[src/rtl/deser_pkg.sv]
// Shared types and width helpers for the serial word deserializer.
package deser_pkg;

    typedef enum logic [1:0] {
        IDLE   = 2'd0,
        SHIFT  = 2'd1,
        PARITY = 2'd2
    } state_e;

    // Bit counter must be able to hold WIDTH itself.
    function automatic int cnt_w(input int width);
        return $clog2(width + 1);
    endfunction

    function automatic int lvl_w(input int depth);
        return $clog2(depth) + 1;
    endfunction

endpackage

[src/rtl/deser_fifo.sv]
// Synchronous first-word-fall-through FIFO; overflow policy belongs to the caller.
module deser_fifo #(
    parameter int W     = 8,
    parameter int DEPTH = 4
) (
    input  logic                       clk,
    input  logic                       rst_n,
    input  logic                       push_i,
    input  logic [W-1:0]               push_data_i,
    input  logic                       pop_i,
    output logic [W-1:0]               head_o,
    output logic                       full_o,
    output logic                       empty_o,
    output logic [$clog2(DEPTH):0]     level_o
);
    localparam int AW = $clog2(DEPTH);
    localparam int LW = AW + 1;

    logic [W-1:0]  mem_q [DEPTH];
    logic [AW-1:0] wr_q, rd_q;
    logic [LW-1:0] lvl_q;
    logic          do_push, do_pop;

    assign empty_o = (lvl_q == '0);
    assign full_o  = (lvl_q == LW'(DEPTH));
    assign do_pop  = pop_i && !empty_o;
    // A push into a full FIFO is only legal when a pop frees a slot on the same edge.
    assign do_push = push_i && (!full_o || do_pop);
    assign level_o = lvl_q;
    assign head_o  = empty_o ? '0 : mem_q[rd_q];

    always_ff @(posedge clk) begin
        if (do_push) begin
            mem_q[wr_q] <= push_data_i;
        end
    end

    always_ff @(posedge clk or negedge rst_n) begin
        if (!rst_n) begin
            wr_q  <= '0;
            rd_q  <= '0;
            lvl_q <= '0;
        end else begin
            if (do_push) wr_q <= wr_q + 1'b1;
            if (do_pop)  rd_q <= rd_q + 1'b1;
            case ({do_push, do_pop})
                2'b10:   lvl_q <= lvl_q + 1'b1;
                2'b01:   lvl_q <= lvl_q - 1'b1;
                default: lvl_q <= lvl_q;
            endcase
        end
    end

endmodule

[src/rtl/serial_word_deserializer.sv]
// Frames a 1-bit stream into WIDTH-bit words and buffers them in a FIFO.
// Optional even-parity bit per word when DESER_PARITY_EN is defined.
module serial_word_deserializer
    import deser_pkg::*;
#(
    parameter int WIDTH     = 8,
    parameter int DEPTH     = 4,
    parameter int MSB_FIRST = 1
) (
    input  logic                       clk,
    input  logic                       rst_n,
    input  logic                       bit_in,
    input  logic                       bit_vld,
    input  logic                       frame_start,
    input  logic                       clr_ovf,
    output logic [WIDTH-1:0]           out_data,
    output logic                       out_valid,
    input  logic                       out_ready,
    output logic                       out_perr,
    output logic [$clog2(DEPTH):0]     fifo_level,
    output logic                       overflow
);
    localparam int CW = cnt_w(WIDTH);
`ifdef DESER_PARITY_EN
    localparam int FW = WIDTH + 1;
`else
    localparam int FW = WIDTH;
`endif

    state_e           state_q;
    logic [CW-1:0]    cnt_q;
    logic [WIDTH-1:0] sr_q;
    logic             ovf_q;

    logic [WIDTH-1:0] sr_d;
    logic             last_bit;
    logic             push;
    logic [FW-1:0]    push_data;
    logic [FW-1:0]    head;
    logic             fifo_full, fifo_empty;
    logic             drop;

    assign sr_d     = (MSB_FIRST != 0) ? {sr_q[WIDTH-2:0], bit_in} : {bit_in, sr_q[WIDTH-1:1]};
    assign last_bit = (state_q == SHIFT) && bit_vld && !frame_start && (cnt_q == CW'(WIDTH - 1));

    always_comb begin
        push      = 1'b0;
        push_data = '0;
`ifdef DESER_PARITY_EN
        if ((state_q == PARITY) && bit_vld && !frame_start) begin
            push      = 1'b1;
            push_data = {(^sr_q) ^ bit_in, sr_q};
        end
`else
        if (last_bit) begin
            push      = 1'b1;
            push_data = sr_d;
        end
`endif
    end

    // A completed word with no free slot (and no pop this edge) is lost.
    assign drop = push && fifo_full && !out_ready;

    always_ff @(posedge clk or negedge rst_n) begin
        if (!rst_n) begin
            state_q <= IDLE;
            cnt_q   <= '0;
            sr_q    <= '0;
            ovf_q   <= 1'b0;
        end else begin
            if (drop)         ovf_q <= 1'b1;
            else if (clr_ovf) ovf_q <= 1'b0;

            if (bit_vld) begin
                if (frame_start) begin
                    state_q <= SHIFT;
                    cnt_q   <= CW'(1);
                    sr_q    <= sr_d;
                end else begin
                    case (state_q)
                        SHIFT: begin
                            sr_q <= sr_d;
                            if (last_bit) begin
                                cnt_q <= '0;
`ifdef DESER_PARITY_EN
                                state_q <= PARITY;
`else
                                state_q <= IDLE;
`endif
                            end else begin
                                cnt_q <= cnt_q + 1'b1;
                            end
                        end
                        PARITY: begin
                            state_q <= IDLE;
                            cnt_q   <= '0;
                        end
                        default: begin
                            state_q <= state_q;
                        end
                    endcase
                end
            end
        end
    end

    deser_fifo #(
        .W     (FW),
        .DEPTH (DEPTH)
    ) u_fifo (
        .clk         (clk),
        .rst_n       (rst_n),
        .push_i      (push),
        .push_data_i (push_data),
        .pop_i       (out_ready),
        .head_o      (head),
        .full_o      (fifo_full),
        .empty_o     (fifo_empty),
        .level_o     (fifo_level)
    );

    assign out_data  = head[WIDTH-1:0];
    assign out_valid = !fifo_empty;
    assign overflow  = ovf_q;
`ifdef DESER_PARITY_EN
    assign out_perr  = head[WIDTH];
`else
    assign out_perr  = 1'b0;
`endif

endmodule

[config.mk]
export PLATFORM = sky130hd
export DESIGN_NAME = serial_word_deserializer
export DESIGN_NICKNAME = d
export VERILOG_FILES = /design/src/rtl/deser_pkg.sv /design/src/rtl/deser_fifo.sv /design/src/rtl/serial_word_deserializer.sv
export SDC_FILE = /design/constraint.sdc
export NUM_CORES = 1
export LEC_CHECK = 0
export ABC_AREA = 1
export CAP_MARGIN = 20
export CORE_MARGIN = 2
export CORE_UTILIZATION = 45
export DETAILED_ROUTE_END_ITERATION = 10
export MAX_ROUTING_LAYER = met4
export PLACE_DENSITY = 0.68
export SETUP_SLACK_MARGIN = 0.4
export SLEW_MARGIN = 20
export SYNTH_ARGS = -nofsm -noshare
export SYNTH_HDL_FRONTEND = slang
export SYNTH_HIERARCHICAL = 1
export SYNTH_SLANG_ARGS = --single-unit
[constraint.sdc]
create_clock -name clk -period 2.9 [get_ports clk]
set_input_delay 0.58 -clock clk [delete_from_list [all_inputs] [get_ports clk]]
set_output_delay 0.58 -clock clk [all_outputs]
set_load 0.005 [all_outputs]
==> results of run 1 <==
-- power groups by stage --
stage,registers (W),logic [W],clock network [W]
finish,0.000915,0.000976,0.000389
global route,0.000923,0.00110,0.000426
CTS,0.000950,0.000809,0.000400
detailed placement,0.000955,0.000805,0
global placement,0.000955,0.000785,0
floorplan,0.000910,0.000537,0
-- flip-flops by register name, summed over array words and instances, names as in the netlist --
signal and cells:
overflow 1, cnt_q 4, u_fifo/level_o 3, u_fifo/rd_q 2
state_q 1, u_fifo/wr_q 2, sr_q 7, u_fifo/mem_q 32
-- worst min-delay path, delay by kind of cell, from the launching register on --
family / cells / cell delay, ns
AND/OR/NAND/NOR: 1 / 0.05
flip-flops: 1 / 0.35
AO/OA/AOI/OAI: 1 / 0.07
-- cell families after synthesis --
| logic type | count (synthesis) |
|---|---|
| buf+inv | 36 |
| other cells | 1 |
| compound gates | 38 |
| flops | 52 |
| xor+xnor | 3 |
| fa+ha+maj | 6 |
| simple gates | 97 |
-- cells in the mapped netlist --
master | number | share of area, %
nand2_2 | 7 | 1.8
xor2_1 | 2 | 0.73
o22ai_2 | 1 | 0.52
edfxtp_1 | 32 | 40
nand3_2 | 1 | 0.42
nor2_1 | 40 | 6.3
buf_2 | 2 | 0.42
inv_1 | 26 | 4.1
nor2_4 | 1 | 0.47
nand2_1 | 27 | 4.2
nor2_2 | 10 | 2.6
xnor2_1 | 1 | 0.37
fa_1 | 1 | 0.84
nand3b_2 | 1 | 0.47
buf_4 | 3 | 0.94
nand4_1 | 1 | 0.26
buf_6 | 2 | 0.94
ha_1 | 5 | 2.6
o21ai_0 | 15 | 3.1
dfrtp_1 | 20 | 21
inv_2 | 3 | 0.47
o21ai_4 | 1 | 0.68
o21ai_1 | 11 | 2.3
a21oi_1 | 10 | 2.1
conb_1 | 1 | 0.16
nand3_1 | 9 | 1.9
-- what timing repair did --
action	CTS	global route
setup endpoints to repair	8	5
gates cloned	0	1
pin swaps	0	2
setup buffers	0	5
gates resized for setup	4	12
-- metrics by stage --
step                cells  instance area (µm²)  utilization, %  setup WS [ns]  hold WS, ns
floorplan             233                 2389               -         0.8836       0.2844
global placement      325                 2686           52.60         0.4678       0.4591
detailed placement    325                 2686           52.60         0.4058       0.4796
CTS                   333                 2779           54.41         0.4088       0.5027
global route          339                 2875           56.30         0.3763       0.5321
finish                339                 2875           56.30         0.4506       0.4988
-- worst min path at each step --
stage	endpoint	start
finish	sr_q[2]	sr_q[1]
CTS	sr_q[1]	sr_q[0]
global route	sr_q[2]	sr_q[1]
detailed placement	sr_q[4]	sr_q[3]
floorplan	cnt_q[0]	rst_n
global placement	sr_q[4]	sr_q[3]
-- layer usage --
metal | track usage [%] | vias up | share of wire, %
met1 | 18.47 | 743 | 44
met5 | - | - | 0
li1 | - | 827 | -
met3 | 3.529 | 8 | 4.1
met4 | 4.364 | 0 | 1.5
met2 | 26.14 | 38 | 50
-- final cells by class --
cell class | instances | area (µm²) | area share, %
multi-input cells | 145 | 772.0 | 26.85
flip-flops and latches | 52 | 1466 | 51.00
inverters | 29 | 125.1 | 4.352
well taps | 70 | 87.58 | 3.046
clock buffers | 6 | 72.57 | 2.524
repair buffers | 34 | 332.8 | 11.58
clock inverters | 2 | 11.26 | 0.3916
repair inverters | 1 | 7.507 | 0.2611
==> out/qor.yml, run 1 <==
synthesis:
  synthXorXnorAreaFrac_pct: 1.100
  syn_area_um2: 2389
  netlist_instances: 233
  synth-seq-cells: 52
  synth_cell_type_count: 26
  synth_fa_ha_area_share_pct: 3.457
  synth.area.mux_share_pct: 0
  synthSimpleGateAreaFrac_pct: 18.49
  synth_top_family_by_area: "simple AND/OR/NAND/NOR gates"
  synth_compound_area_share_pct: 8.748
  avgSynthCellArea_um2: 10.25
  syn_nets: 246
  ys_seq_area_share_pct: 61.18
  yosys_warnings: 6
floorplan:
  core_area_um2: 5107
  die_x_um: 76.86
  die_height_um: 76.86
  dieArea_um2: 5907
  initial_core_util_pct: 46.77
  num_rows: 26
  num_io_pins: 21
pwr:
  swShare_pct: 34.46
  powerDensity_nw_per_um2: 792.9
  internal_power_w: 0.001494
  peakVddDrop_mv: 0.2917
  pwr-share-seq_pct: 40.1
  p_comb_share_pct: 42.8
  clock_power_share_pct: 17.1
  power_w: 0.002280
  p_leak_nw: 1.273
  p_sw_w: 0.0007856
route:
  drt_pass1_iterations: 4
  wl_um: 4350
  first_iter_violations: 150
  wl_per_cell_um: 12.83
  antenna_left: 0
  via_per_inst: 4.767
  via_count: 1616
  drcViolationCount: 0
worst_setup_path:
  endpoint: "out_data[1]"
  cp_slowest_cell: "clkdlybuf4s50_1"
  crit_family: "buffers and inverters"
  critPathBufInv: 3
  crit_arrival_ns: 1.87
  r2r-start: "cnt_q[0]"
  crit_path_cell_trace: "clkbuf_4 > clkinv_8 > o21ai_0 > a21oi_1 > clkdlybuf4s50_1"
  worst-path-stages: 5
  end_kind: "output pin"
  ff2ff_path_depth: 10
  startpoint: "u_fifo/rd_q[0]"
  rr_endpoint: "u_fifo/level_o[1]"
  slowest_delay_ns: 0.52
  crit_type: "flop to output pin"
  required_ns: 2.32
  r2r_slack_ns: 0.88
  cp_max_fo: 17
  start_kind: "flop"
clock_tree:
  cts.path.max_buffers: 2
  cts.sinks: 52
  clk_pin_slew_worst_paths_ns: 0.09
  cts_inserted_buffers: 5
  ctsHoldBuffers: 0
  htree_levels: 2
  clk_latency_ns: 0.30
  cts_root_buffer: "clkbuf_8"
  cts_tree: "built"
timing:
  fin_crit_sh_pct: 84.46
  tns_ns: 0
  slew_violations: 0
  grt_setup_unrepaired: "false"
  fin_skew_ns: 0.003086
  timing.final.crit_period_ns: 2.449
  max_freq_mhz: 408.3
  hold_viol_final: 0
  finalSetupViolCount: 0
layout:
  drive_above_1_share_pct: 18.96
  diodes: 0
  area_growth_syn_to_layout_pct: 20.38
  final_common_cell: "nor2_1"
  layout_common_cells: "nor2_1 (40), edfxtp_1 (32), nand2_1 (27)"
  fillCellCount: 448
  nets: 281
global_route:
  grt.total_usage_pct: 15.41
  grt_antenna_before_repair: 0
  grt_pass1_vias: 1558
  grt_max_degree: 21
  grt_overflow: 0
  grt_pass1_wl_um: 7100
placed_design:
  gp_congestion: 0.8208
  dp_hpwl_um: 2941
  portBuffers: 19
min_path:
  hp-class: "flop to flop"
  hold_depth: 2
run:
  maxCapViolations: 0
status:
  outcome: "complete, no violations"
No activity file was read; power rests on OpenSTA's default activity.
==> inputs of run 2 (changes only) <==
==> constraint.sdc (replaced) <==
create_clock -name clk -period 2.35 [get_ports clk]
set_input_delay 0.47 -clock clk [delete_from_list [all_inputs] [get_ports clk]]
set_output_delay 0.47 -clock clk [all_outputs]
set_load 0.005 [all_outputs]
==> out/qor.yml, run 2 (synthesis gave the netlist of run 1 again) <==
clock_tree:
  cts_root_buffer: "clkbuf_8"
  clk_latency_ns: 0.29  # about the same
  cts_tree: "built"
  cts.sinks: 52  # unchanged
  htree_levels: 2  # unchanged
  ctsHoldBuffers: 0  # unchanged
  clk_pin_slew_worst_paths_ns: 0.09  # about the same
  cts_inserted_buffers: 5  # unchanged
  cts.path.max_buffers: 2  # unchanged
route:
  drcViolationCount: 0  # unchanged
  wl_met1_um: 2115  # +11%
  wl_met2_um: 2405  # +9.8%
  wl_per_cell_um: 13.10  # +2.1%
  drt_pass1_iterations: 4  # unchanged
  maxUsedRoutingLayer: "met4"
  via_per_inst: 4.716  # -1.1%
  antenna_left: 0  # unchanged
  wl_um: 4703  # +8.1%
  via_count: 1693  # +4.8%
  met3_wirelength_um: 152  # -15%
  first_iter_violations: 161  # +7.3%
pwr:
  powerDensity_nw_per_um2: 1038  # +31%
  p_leak_nw: 1.378  # +8.2%
  peakVddDrop_mv: 0.4113  # +41%
floorplan:
  die_height_um: 76.86  # unchanged
  num_rows: 26  # unchanged
  core_area_um2: 5107  # unchanged
  initial_core_util_pct: 46.77  # unchanged
  dieArea_um2: 5907  # unchanged
  die_x_um: 76.86  # unchanged
  num_io_pins: 21  # unchanged
layout:
  regMostFlops: "u_fifo/mem_q"
  largest_register_ff_count: 32  # unchanged
  area_growth_syn_to_layout_pct: 27.40
  top_regs: "u_fifo/mem_q: 32 flops, sr_q: 7 flops, cnt_q: 4 flops"
  fin_util_pct: 59.58  # +3.3 points
  diodes: 0  # unchanged
  nets: 301  # +7.1%
  fillCellCount: 417  # -6.9%
  layout_common_cells: "nor2_1 (32), edfxtp_1 (32), buf_4 (28)"
  drive_above_1_share_pct: 32.18  # +13 points
worst_setup_path:
  r2r_slack_ns: 0.46  # -0.42 ns
  start_kind: "flop"
  crit_arrival_ns: 1.49  # -0.38 ns
  crit_type: "flop to output pin"
  required_ns: 1.88  # -0.44 ns
  cp_max_fo: 5  # -12
  end_kind: "output pin"
placed_design:
  dp_hpwl_um: 2968  # +0.91%
  portBuffers: 19  # unchanged
  dp_slack_ns: 0.1193  # -0.2865 ns
  gp_congestion: 0.7973  # -2.9%
timing:
  grt_setup_unrepaired: "true"
  fin_ws_ns: 0.3892  # -0.06140 ns
  fin_crit_sh_pct: 83.44
  fin_skew_ns: 0.005797  # +0.002711 ns
  max_freq_mhz: 510.0
  tns_ns: 0  # unchanged
  finalSetupViolCount: 0  # unchanged
  hold_viol_final: 0  # unchanged
  timing.final.crit_period_ns: 1.961
  slew_violations: 0  # unchanged
global_route:
  grt_pass1_vias: 1609  # +3.3%
  grt_max_degree: 21  # unchanged
  grt_antenna_before_repair: 0  # unchanged
  grt_pass1_wl_um: 7596  # +7.0%
  grt_overflow: 0  # unchanged
  grt.total_usage_pct: 16.73  # +1.3 points
status:
  outcome: "complete, no violations"
min_path:
  hp-class: "flop to flop"
run:
  maxCapViolations: 0  # unchanged
## run 2: cell count changes in the layout (fill, tap and decap cells not counted), sizes merged
cell / delta
buf: +26
bufinv: +1
clkbuf: +1
clkdlybuf4s50: -8
clkinvlp: -1
dlygate4sd2: +1
dlymetal6s2s: -1
inv: +1
## run 2: metrics by stage
| step | total power (W) | cell area [µm²] | cells | hold WS (ns) |
|---|---|---|---|---|
| after floorplan | 0.001790 | 2397 | 233 | 0.1744 |
| after detailed placement | 0.002220 | 2710 | 327 | 0.4722 |
| final | 0.003157 | 3043 | 359 | 0.4896 |
| after global placement | 0.002188 | 2710 | 327 | 0.4595 |
| after global routing | 0.003372 | 3043 | 359 | 0.5368 |
| after CTS | 0.003027 | 2967 | 353 | 0.4945 |
## run 2: critical path: stages (launching register included)
cell and delay (ns):
dfrtp_2 0.48, buf_6 0.16, buf_4 0.14, nor2_2 0.07
nor2_1 0.04, o21ai_1 0.11, a21oi_2 0.07, buf_2 0.13
## run 2: report_power, final
part | switching [W] | internal (W)
Combinational | 0.000698 | 0.000723
Clock | 0.000283 | 0.000316
Sequential | 0.0000891 | 0.00105
Total | 0.00107 | 0.00209
## run 2: worst paths after layout
kind                            cells after the start           endpoint            from
worst max register to register                     10  u_fifo/level_o[1]        cnt_q[0]
worst max-delay path                                7        out_data[1]  u_fifo/rd_q[0]
max in group asynchronous                           2     u_fifo/rd_q[1]           rst_n
min in group asynchronous                           2  u_fifo/level_o[2]           rst_n
worst min-delay path                                2            sr_q[4]         sr_q[3]
worst min register to register                      2            sr_q[4]         sr_q[3]
## run 2: metal layers
layer  up-vias  global-route usage, %
met4         0                  3.273
li1        863                      -
met3         5                  3.176
met1       795                  21.51
met2        30                  27.98
met5         -                      -
## run 2: area by class of cell
cell class / instances / area, µm² / share of cell area [%]
Sequential cell: 52 / 1464 / 48.11
Tap cell: 70 / 87.58 / 2.878
Timing Repair Buffer: 54 / 440.4 / 14.47
Clock buffer: 5 / 68.82 / 2.262
Multi-Input combinational cell: 145 / 819.5 / 26.93
Clock inverter: 3 / 42.54 / 1.398
Inverter: 29 / 112.6 / 3.701
Timing Repair inverter: 1 / 7.507 / 0.2467
## run 2: timing repair
| item | CTS | global route |
|---|---|---|
| setup endpoints to repair | 9 | 15 |
| cloned | 1 | 0 |
| pin swaps | 5 | 12 |
| gates resized for setup | 27 | 34 |
| buffers inserted | 17 | 6 |
==> inputs of run 3 (changes only) <==
--- a/config.mk
+++ b/config.mk
@@ -11,7 +11,7 @@
 export CORE_UTILIZATION = 45
 export DETAILED_ROUTE_END_ITERATION = 10
 export MAX_ROUTING_LAYER = met4
-export PLACE_DENSITY = 0.68
+export PLACE_DENSITY = 0.7
 export SETUP_SLACK_MARGIN = 0.4
 export SLEW_MARGIN = 20
 export SYNTH_ARGS = -nofsm -noshare
==> constraint.sdc (replaced) <==
create_clock -name clk -period 1.8 [get_ports clk]
set_input_delay 0.36 -clock clk [delete_from_list [all_inputs] [get_ports clk]]
set_output_delay 0.36 -clock clk [all_outputs]
set_load 0.005 [all_outputs]
==> out/qor.yml, run 3 (synthesis gave the netlist of run 1 again) <==
status:
  outcome: "finished, violations left"
  violations: "setup timing"
placed_design:
  gp_congestion: 0.7843  # -1.6%
  portBuffers: 19  # unchanged
  dp_slack_ns: -0.2734  # -0.3928 ns
  dp_hpwl_um: 3111  # +4.8%
  place_inst: 334  # +2.1%
global_route:
  grt_pass1_vias: 1842  # +14%
  grt_antenna_before_repair: 0  # unchanged
  grt_overflow: 0  # unchanged
  grt_max_degree: 21  # unchanged
  grt.total_usage_pct: 19.16  # +2.4 points
  grt_pass1_wl_um: 8562  # +13%
layout:
  nets: 318  # +5.6%
  area_growth_syn_to_layout_pct: 47.88
  fillCellCount: 360  # -14%
  fin_cells: 376  # +4.7%
  diodes: 0  # unchanged
  drive_above_1_share_pct: 43.79  # +12 points
  largest_register_ff_count: 32  # unchanged
  final_common_cell: "edfxtp_1"
  seq_area_um2: 1463  # about the same
  regMostFlops: "u_fifo/mem_q"
  layout_common_cells: "edfxtp_1 (32), buf_6 (24), inv_1 (22), buf_4 (22)"
  multi_input_area_um2: 978.4  # +19%
  top_regs: "u_fifo/mem_q: 32 flops, sr_q: 7 flops, cnt_q: 4 flops"
  fin_util_pct: 69.16  # +9.6 points
route:
  drcViolationCount: 0  # unchanged
  wl_per_cell_um: 14.60  # +11%
  drt_pass1_iterations: 4  # unchanged
  first_iter_violations: 137  # -15%
  via_per_inst: 4.891  # +3.7%
  via_count: 1839  # +8.6%
  wl_um: 5489  # +17%
  antenna_left: 0  # unchanged
worst_setup_path:
  start_kind: "flop"
  cp_max_fo: 6  # +1
  r2r_slack_ns: -0.02  # -0.48 ns
  crit_top_cell: "nor2_1"
  slowest_delay_ns: 0.47  # about the same
  critPathBufInv: 3  # unchanged
  crit_family: "flip-flops"
  crit_path_cell_trace: "buf_12 > buf_6 > nor2_1 > nor2_1 > o21ai_0 > a21oi_2 > buf_2"
  cp_slowest_cell: "dfrtp_2"
  crit_arrival_ns: 1.54  # +0.05 ns
  required_ns: 1.44  # -0.44 ns
  crit_type: "flop to output pin"
  end_kind: "output pin"
clock_tree:
  cts.sinks: 52  # unchanged
  clk_latency_ns: 0.31  # +0.02 ns
  cts_root_buffer: "clkbuf_8"
  ctsHoldBuffers: 0  # unchanged
  cts.path.max_buffers: 2  # unchanged
  cts_inserted_buffers: 5  # unchanged
  cts_tree: "built"
  clk_pin_slew_worst_paths_ns: 0.10  # about the same
  htree_levels: 2  # unchanged
timing:
  max_freq_mhz: 526.0
  finalSetupViolCount: 7  # +7
  grt_setup_unrepaired: "true"
  timing.final.crit_period_ns: 1.901
  fin_ws_ns: -0.1011  # -0.4903 ns
  whs_ns: 0.3824  # -0.1072 ns
  fin_skew_ns: 0.003090  # -0.002707 ns
  fin_crit_sh_pct: 105.6
  tns_ns: -0.2200  # -0.2200 ns
  hold_viol_final: 0  # unchanged
  slew_violations: 0  # unchanged
floorplan:
  dieArea_um2: 5907  # unchanged
  num_io_pins: 21  # unchanged
  die_height_um: 76.86  # unchanged
  die_x_um: 76.86  # unchanged
  num_rows: 26  # unchanged
  initial_core_util_pct: 46.77  # unchanged
  core_area_um2: 5107  # unchanged
min_path:
  hp-class: "input port to async pin"
pwr:
  powerDensity_nw_per_um2: 1307  # +26%
  peakVddDrop_mv: 0.7586  # +84%
  p_leak_nw: 1.567  # +14%
run:
  maxCapViolations: 0  # unchanged
## run 3: cell count changes in the layout (fill, tap and decap cells not counted), moves of 3 or more
cell	change
buf_4	-6
nand2_1	-6
clkdlybuf4s50_1	-4
clkbuf_2	-3
clkbuf_16	+3
nor2_4	+18
nor2_2	-7
nand2_2	+5
buf_2	+5
buf_6	+17
buf_12	+6
nor2_1	-11
## run 3: cell type report
class	count	share of cell area [%]
flip-flops and latches	52	41.41
multi-input cells	145	27.70
repair buffers	72	21.01
inverters	29	3.649
clock buffers	6	2.657
well taps	70	2.480
clock inverters	2	1.098
## run 3: path summary, 6_finish.rpt
| check | from | endpoint | cells after the start |
|---|---|---|---|
| setup / recovery | u_fifo/rd_q[0] | out_data[1] | 7 |
| hold / removal | rst_n | cnt_q[2] | 2 |
| setup reg to reg | cnt_q[0] | u_fifo/level_o[1] | 10 |
| hold reg to reg | sr_q[0] | sr_q[1] | 2 |
| max in group asynchronous | rst_n | u_fifo/rd_q[0] | 2 |
| min in group clk | bit_vld | cnt_q[1] | 5 |
## run 3: per-layer routing
metal	part of all wire [%]	track usage, %
met4	0.84	6.727
met2	54	32.98
met1	42	22.81
met5	0	-
met3	2.6	3.176
## run 3: stage by stage
| stage | total power (W) | instance area, µm² |
|---|---|---|
| detailed placement | 0.003063 | 2823 |
| global route | 0.004914 | 3532 |
| global placement | 0.003017 | 2823 |
| CTS | 0.004340 | 3294 |
| finish | 0.004616 | 3532 |
| floorplan | 0.002347 | 2432 |
## run 3: worst reg2reg max path, stage by stage, from the launching register on
cell      delay (ns)
dfrtp_1         0.41
ha_2            0.19
nand2_2         0.09
nor2_4          0.05
nand2_2         0.11
inv_4           0.05
nand3b_4        0.15
fa_2            0.53
inv_2           0.03
nand2_1         0.05
o21ai_1         0.06
## run 3: repair_timing
item,CTS,global route
gates cloned,1,1
setup endpoints to repair,78,69
resized for setup,88,52
setup buffers,26,6
pin swaps,27,26
## run 3: report_power, final
| group | total, W | switching [W] | internal, W | leakage (nW) |
|---|---|---|---|---|
| registers | 0.00147 | 0.000101 | 0.00137 | 0.601 |
| clock network | 0.000908 | 0.000404 | 0.000504 | 0.0669 |
| logic | 0.00224 | 0.00107 | 0.00117 | 0.899 |
| total | 0.00462 | 0.00158 | 0.00304 | 1.57 |
